### src/rtl/sort_pkg.sv
// rtl/sort_pkg.sv - shared widths, lane types and FSM states for the sort byte streamer
package sort_pkg;

    localparam int BYTE_W  = 8;
    localparam int N_BYTES = 8;
    localparam int FRAME_W = 64;

    typedef logic [0:BYTE_W-1]  byte_t;
    typedef logic [0:FRAME_W-1] frame_t;

    typedef enum logic [1:0] {
        ST_FILL  = 2'd0,
        ST_ISSUE = 2'd1,
        ST_WAIT  = 2'd2,
        ST_DRAIN = 2'd3
    } state_t;

endpackage

### src/rtl/sort_byte_streamer.sv
// rtl/sort_byte_streamer.sv - packs 8 ingress bytes into a frame, hands it to an external sorter, streams the result back out
module sort_byte_streamer
    import sort_pkg::*;
#(
    parameter int TIMEOUT_CYC = 31
) (
    input  logic        clk,
    input  logic        rst,
    input  logic [7:0]  s_data,
    input  logic        s_valid,
    output logic        s_ready,
    output logic [0:63] srt_in,
    output logic        srt_valid_in,
    input  logic [0:63] srt_out,
    input  logic        srt_valid_out,
    output logic [7:0]  m_data,
    output logic        m_valid,
    input  logic        m_ready,
    output logic        busy,
    output logic        timeout_err,
    input  logic        err_clr
);

    localparam logic [7:0] TIMEOUT_Q = 8'(TIMEOUT_CYC);
    localparam logic [2:0] LAST_IDX  = 3'(N_BYTES - 1);

    state_t     state_q, state_d;
    logic [2:0] cnt_q, cnt_d;
    logic [2:0] idx_q, idx_d;
    logic [7:0] wait_q, wait_d;
    frame_t     asm_q, asm_d;
    frame_t     srt_q, srt_d;
    frame_t     cap_q, cap_d;
    logic       prev_q;
    logic       err_q, err_d;
    logic       err_set;
    logic       rise;
    byte_t      egress_byte;

    assign rise = srt_valid_out && !prev_q;

    always_comb begin
        state_d = state_q;
        cnt_d   = cnt_q;
        idx_d   = idx_q;
        wait_d  = wait_q;
        asm_d   = asm_q;
        srt_d   = srt_q;
        cap_d   = cap_q;
        err_set = 1'b0;

        case (state_q)
            ST_FILL: begin
                if (s_valid) begin
                    asm_d[{cnt_q, 3'b000} +: BYTE_W] = s_data;
                    cnt_d = cnt_q + 3'd1;
                    if (cnt_q == LAST_IDX) begin
                        // srt_in is a separate register so it stays put while the next frame assembles
                        srt_d   = asm_d;
                        state_d = ST_ISSUE;
                    end
                end
            end
            ST_ISSUE: begin
                wait_d  = 8'd0;
                state_d = ST_WAIT;
            end
            ST_WAIT: begin
                wait_d = wait_q + 8'd1;
                if (rise) begin
                    cap_d   = srt_out;
                    idx_d   = 3'd0;
                    state_d = ST_DRAIN;
                end else if (wait_d == TIMEOUT_Q) begin
                    err_set = 1'b1;
                    cnt_d   = 3'd0;
                    state_d = ST_FILL;
                end
            end
            ST_DRAIN: begin
                if (m_ready) begin
                    idx_d = idx_q + 3'd1;
                    if (idx_q == LAST_IDX) begin
                        state_d = ST_FILL;
                    end
                end
            end
            default: state_d = ST_FILL;
        endcase

        err_d = err_set ? 1'b1 : (err_clr ? 1'b0 : err_q);
    end

    always_ff @(posedge clk) begin
        if (!rst) begin
            state_q <= ST_FILL;
            cnt_q   <= 3'd0;
            idx_q   <= 3'd0;
            wait_q  <= 8'd0;
            asm_q   <= '0;
            srt_q   <= '0;
            cap_q   <= '0;
            prev_q  <= 1'b0;
            err_q   <= 1'b0;
        end else begin
            state_q <= state_d;
            cnt_q   <= cnt_d;
            idx_q   <= idx_d;
            wait_q  <= wait_d;
            asm_q   <= asm_d;
            srt_q   <= srt_d;
            cap_q   <= cap_d;
            prev_q  <= srt_valid_out;
            err_q   <= err_d;
        end
    end

    // Outputs are gated by rst so they read zero for the whole reset window, not just after the first edge
    assign egress_byte  = cap_q[{idx_q, 3'b000} +: BYTE_W];
    assign s_ready      = rst && (state_q == ST_FILL);
    assign srt_valid_in = rst && (state_q == ST_ISSUE);
    assign m_valid      = rst && (state_q == ST_DRAIN);
    assign m_data       = m_valid ? egress_byte : 8'd0;
    assign srt_in       = rst ? srt_q : '0;
    assign busy         = rst && ((state_q != ST_FILL) || (cnt_q != 3'd0));
    assign timeout_err  = rst && err_q;

endmodule

### config.mk
export PLATFORM = sky130hd
export DESIGN_NAME = sort_byte_streamer
export DESIGN_NICKNAME = d
export VERILOG_FILES = /design/src/rtl/sort_pkg.sv /design/src/rtl/sort_byte_streamer.sv
export SDC_FILE = /design/constraint.sdc
export NUM_CORES = 1
export LEC_CHECK = 0
export ABC_AREA = 0
export BUFFER_PORTS_ARGS = -buffer_cell sky130_fd_sc_hd__buf_2
export CAP_MARGIN = 10
export CORE_MARGIN = 5
export CORE_UTILIZATION = 61
export DETAILED_ROUTE_END_ITERATION = 7
export GPL_TIMING_DRIVEN = 0
export HOLD_SLACK_MARGIN = 0.12
export PLACE_DENSITY = 0.84
export SLEW_MARGIN = 20
export SYNTH_ARGS = -nofsm -noshare
export SYNTH_HDL_FRONTEND = slang
export SYNTH_SLANG_ARGS = --single-unit
export TNS_END_PERCENT = 20
### constraint.sdc
create_clock -name clk -period 3.1 [get_ports clk]
set_input_delay 0.62 -clock clk [delete_from_list [all_inputs] [get_ports clk]]
set_output_delay 0.62 -clock clk [all_outputs]
set_load 0.02 [all_outputs]
After elaboration in Yosys (flattened, before gate mapping)
Cells that the tools add are included.
{"block": "totals", "ff_bits": 210, "latchBits": 0, "mem_bits_rw": 0, "romBits": 0, "out_inout_bits": 77, "n_memories": 0}
{"block": "classes", "n_addsub": 4, "mul": 0, "div": 0, "magnitude_cmp": 0, "eq_ne": 14, "shifts": 3, "n_mux": 23, "bitwise_logic": 2, "reduce_logical": 21}
{"op": "variable shift 65 x 8 -> 64 bit, first input constant", "n": 1}
{"op": "variable part select 64 x 7 -> 65 bit", "n": 1}
{"op": "variable part select 65 x 8 -> 64 bit", "n": 1}
{"op": "bitwise mux 64 bit", "n": 1}
{"op": "2-to-1 mux 64 bit", "n": 1}
{"op": "one-hot mux 8 bit (2 select lines)", "n": 1}
{"op": "2-to-1 mux 3 bit", "n": 5}
{"op": "!= test 2 bit, second input constant", "n": 7}
{"op": "NOT 6 -> 7 bit", "n": 2}
{"op": "2-to-1 mux 2 bit", "n": 6}
{"op": "one-hot mux 3 bit (2 select lines)", "n": 2}
{"op": "nonzero test 2 bit", "n": 5}
{"op": "adder 8 x 1 -> 8 bit, second input constant", "n": 1}
{"op": "== test 8 x 5 -> 1 bit, second input constant", "n": 1}
{"op": "2-to-1 mux 8 bit", "n": 1}
{"op": "negator 7 -> 8 bit", "n": 1}
{"op": "one-hot mux 2 bit (4 select lines)", "n": 1}
{"op": "adder 3 x 1 -> 3 bit, second input constant", "n": 2}
{"op": "== test 3 bit, second input constant", "n": 2}
{"op": "logical AND 1 bit", "n": 6}
{"op": "AND reduction 3 bit", "n": 2}
{"op": "2-to-1 mux 1 bit", "n": 5}
{"op": "AND reduction 5 bit", "n": 1}
{"op": "== test 2 bit, second input constant", "n": 2}
{"op": "other kinds (8)", "n": 9}

Longest topological paths before layout
{"block": "logic_depth", "depth_word": 6, "mapped_depth": 9}

Least setup slack after synthesis
Ideal clock, no wire load.
{"block": "synth_timing", "path_type": "register to output", "startpoint": "reg cnt_q[0]", "endpoint": "out busy", "arrival_ns": 1.639, "t_required_ns": 2.480, "slack_ns": 0.841, "path_stages_with_launch": 6, "n_path_buf": 1, "path_cell_list": "dfxtp_1 inv_1 ha_1 nor2b_1 clkbuf_1 a21boi_0"}
{"block": "synth_via", "elab_chain_cells": 3}
{"item": "start, declared", "line_no": "sort_byte_streamer.sv:28", "source": "logic [2:0] cnt_q, cnt_d;"}
{"item": "start signal, assigned", "line_no": "sort_byte_streamer.sv:107", "source": "cnt_q <= cnt_d;"}
{"item": "nonzero test 3 bit", "line_no": "sort_byte_streamer.sv:125", "source": "assign busy = rst && ((state_q != ST_FILL) || (cnt_q != 3'd0));"}
{"item": "logical OR 1 bit", "line_no": "sort_byte_streamer.sv:125"}
{"item": "logical AND 1 bit", "line_no": "sort_byte_streamer.sv:125"}
{"item": "end, declared", "line_no": "sort_byte_streamer.sv:19", "source": "output logic busy,"}
Every way passes these cells.

Worst setup path in the final report
Ends and elaborated chain as after synthesis.

==> results.py <==
metrics = {
    "outcome": {
        "status": "finished clean",
    },
    "cts": {
        "cts.sinks": 202,
        "cts_tree": "yes",
        "post_cts_buffers": 0,
        "cts_buffers": 21,
        "clk_pin_slew_ns": 0.06,
        "cts_root_buf": "clkbuf_16",
        "worstSkewPairLatency_ns": 0.49,
        "cts_max_level": 1,
        "ctsHoldBuffers": 0,
        "cts_max_path_buffers": 3,
    },
    "route": {
        "wl_um": 25400,
        "viasPerCell": 5.744,
        "drtAntennaViolNets": 0,
        "num_vias": 8512,
        "dr.pass1.iters": 6,
        "avgRoutedWirePerCell_um": 17.14,
        "drt_iter0_drc": 610,
        "drc": 0,
    },
    "global_route": {
        "grtUsageTotal_pct": 27.50,
        "antenna_found_initial": 0,
        "grt_max_degree": 14,
        "grt_pass1_vias": 8258,
        "grt-ovfl-total": 0,
        "grt_pass1_wl_um": 40630,
    },
    "critical_path": {
        "critPathKind": "reg -> out",
        "worstPathCellList": "inv_1 > ha_1 > nor2b_1 > clkbuf_1 > a21boi_0 > buf_2",
        "arrival_ns": 2.41,
        "crit_path_max_fanout": 10,
        "startpoint_type": "register",
        "required_ns": 2.48,
        "cpPeakStageDelay_ns": 0.48,
        "critPathCaptureType": "output pin",
        "path_buf_inv": 3,
        "critPathSlowestCell": "dfxtp_1",
        "crit_family": "buffers and inverters",
    },
    "floorplanning": {
        "die_y_um": 134.7,
        "die_x_um": 134.7,
        "io_pins": 155,
        "initial_core_util_pct": 62.41,
        "rows": 45,
        "dieArea_sq_um": 18150,
        "core-area_sq_um": 15200,
    },
    "pwr": {
        "p_sw_w": 0.001333,
        "vdd_drop_max_mv": 0.4736,
        "p_clk_share_pct": 41.9,
        "total_power_w": 0.005397,
        "power_frac_comb_pct": 9.1,
        "switching_share_pct": 24.70,
        "seq_power_share_pct": 49.0,
        "p_leak_nw": 4.725,
        "intPower_w": 0.004064,
        "powerDensity_nw_per_um2": 488.4,
    },
    "cells_and_area": {
        "n_fill_cell": 1233,
        "nets": 1378,
        "area_delta_synth_final_pct": 16.46,
        "final_core_util_pct": 72.68,
        "drive_gt1_share_pct": 15.93,
    },
    "synth": {
        "netlist.area_leader.share_pct": 42.62,
        "synthArstFlopShare_pct": 0,
        "synth_area_leader_cell": "dfxtp_1",
        "synth_edf_count": 0,
        "synth_compound_area_share_pct": 19.75,
        "syn-cell-area_sq_um": 9488,
        "synthFlopType": "dfxtp_1",
        "ys_seq_area_share_pct": 42.62,
        "syn_nets": 1210,
        "synthTopCellsByArea": "dfxtp_1, nand2_1, a21boi_0",
        "avgSynthCellArea_sq_um": 8.486,
        "synth-simple-area-share_pct": 26.08,
        "synthMuxAreaShare_pct": 4.958,
        "yosysWarnings": 0,
        "synthXorXnorAreaFrac_pct": 0.4747,
        "synthAdderAreaFrac_pct": 1.846,
        "synth_top_family_by_area": "simple AND/OR/NAND/NOR gates",
        "synthCells": 1118,
        "synth_seq_cells": 202,
        "ys_types": 47,
    },
    "sta": {
        "drv_slew": 0,
        "clock.fmax_mhz": 329.9,
        "fin_crit_sh_pct": 97.78,
        "fin_crit_ns": 3.031,
        "setup_viol": 0,
        "finClkSkew_ns": 0.01013,
        "timing.slew.headroom_pct": 49.30,
        "setup_tns_ns": 0,
        "final_hold_viol_count": 0,
        "rsz0062_at_grt": "false",
        "worst_slew_pin_slew_ns": 0.7605,
    },
    "placed_design": {
        "io_buffers": 146,
        "dp_hpwl_um": 18580,
        "gp_congestion": 0.8891,
    },
    "min_path": {
        "hold_path_class": "in -> reg",
    },
    "job": {
        "maxCapViolations": 0,
    },
}
==> routing by layer <==
layer | routed length [um] | part of all wire, % | global-route usage (%) | vias up
met5 | 0 | 0 | 0 | -
met1 | 10310 | 41 | 34.42 | 3940
met2 | 12360 | 49 | 47.61 | 330
met3 | 1830 | 7.2 | 4.732 | 71
li1 | - | - | - | 4171
met4 | 891 | 3.5 | 10.24 | 0
==> Yosys cell counts, drive strengths merged, types with 16 or more instances <==
cell type	number
o21ai	42
and2	105
o211ai	32
nand3	55
mux4	16
nand2	283
buf	21
a21boi	93
nor2b	16
dfxtp	202
o211a	48
clkbuf	71
nor2	27
==> registers in the layout, summed over array words and instances (netlist names) <==
name	cells
state_q	2
err_q	1
idx_q	3
prev_q	1
cnt_q	3
asm_q	56
cap_q	64
wait_q	8
srt_q	64
==> metrics by stage <==
| step | std cells | area (sq um) | hold WS, ns | worst slack, ns |
|---|---|---|---|---|
| floorplan | 1118 | 9488 | 0.4388 | 0.8410 |
| global placement | 1452 | 10450 | 0.4465 | 0.03539 |
| detailed placement | 1452 | 10450 | 0.4562 | 0.09756 |
| CTS | 1482 | 11050 | 0.3719 | 0.07548 |
| global route | 1481 | 11050 | 0.3817 | 0.02067 |
| finish | 1482 | 11050 | 0.3746 | 0.06888 |
==> worst paths after layout <==
| path | start | to | cells after the start | slack, ns |
|---|---|---|---|---|
| max | cnt_q[0] | busy | 6 | 0.07 |
| min | srt_out[51] | cap_q[12] | 3 | 0.37 |
| max reg2reg | cnt_q[2] | asm_q[39] | 9 | 0.76 |
| min reg2reg | srt_q[7] | srt_q[7] | 2 | 0.46 |
==> power by group through the flow <==
stage	logic [W]	registers, W	clock network (W)
2_1_floorplan	0.000307	0.00269	0
3_3_place_gp	0.000469	0.00270	0
3_5_place_dp	0.000477	0.00270	0
4_1_cts	0.000480	0.00264	0.00228
5_1_grt	0.000534	0.00265	0.00239
6_report	0.000492	0.00265	0.00226
==> cell type report <==
cell class	count	area, sq um	share of cell area [%]
antenna	1	2.502	0.02265
buffer	91	365.4	3.307
clock buffer	29	585.6	5.300
clock inverter	1	5.005	0.04530
inverter	11	41.29	0.3737
multi-input combinational	813	5040	45.61
sequential	202	4044	36.60
tap	188	235.2	2.129
timing repair buffer	146	730.7	6.613
==> tightest hold or removal path: stages <==
cell	delay, ns
buf_2	0.09
nand2_1	0.04
a21boi_0	0.06
==> what timing repair did <==
action                                  in CTS  in global routing
pin swaps                                    0                  0
endpoints found under the setup margin       2                  8
gates resized for setup                      1                  3
==> cells by family (layout without fill, tap and decap cells) <==
| group | count (synthesis) | after routing |
|---|---|---|
| simple gates | 522 | 522 |
| compound gates | 247 | 247 |
| flops | 202 | 202 |
| buf+inv | 103 | 278 |
| mux | 27 | 27 |
| fa+ha+maj | 14 | 14 |
| xor+xnor | 3 | 3 |
| other cells | 0 | 1 |
==> placed cells by master (no fill, tap or decap), types with 14 or more instances in the layout <==
cell       Yosys  layout
o21ai_0       41      41
nor2b_1       16      16
ha_1          14      14
mux4_2        16      16
clkbuf_16      0      21
and2_1       105     105
o211a_1       48      48
dfxtp_1      202     202
o211ai_1      32      32
nand2_1      283     283
a21boi_0      93      93
buf_2         11     155
clkbuf_1      71      74
nand3_1       55      55
nor2_1        27      27
Note: power is estimated with default switching activity, not from simulation.
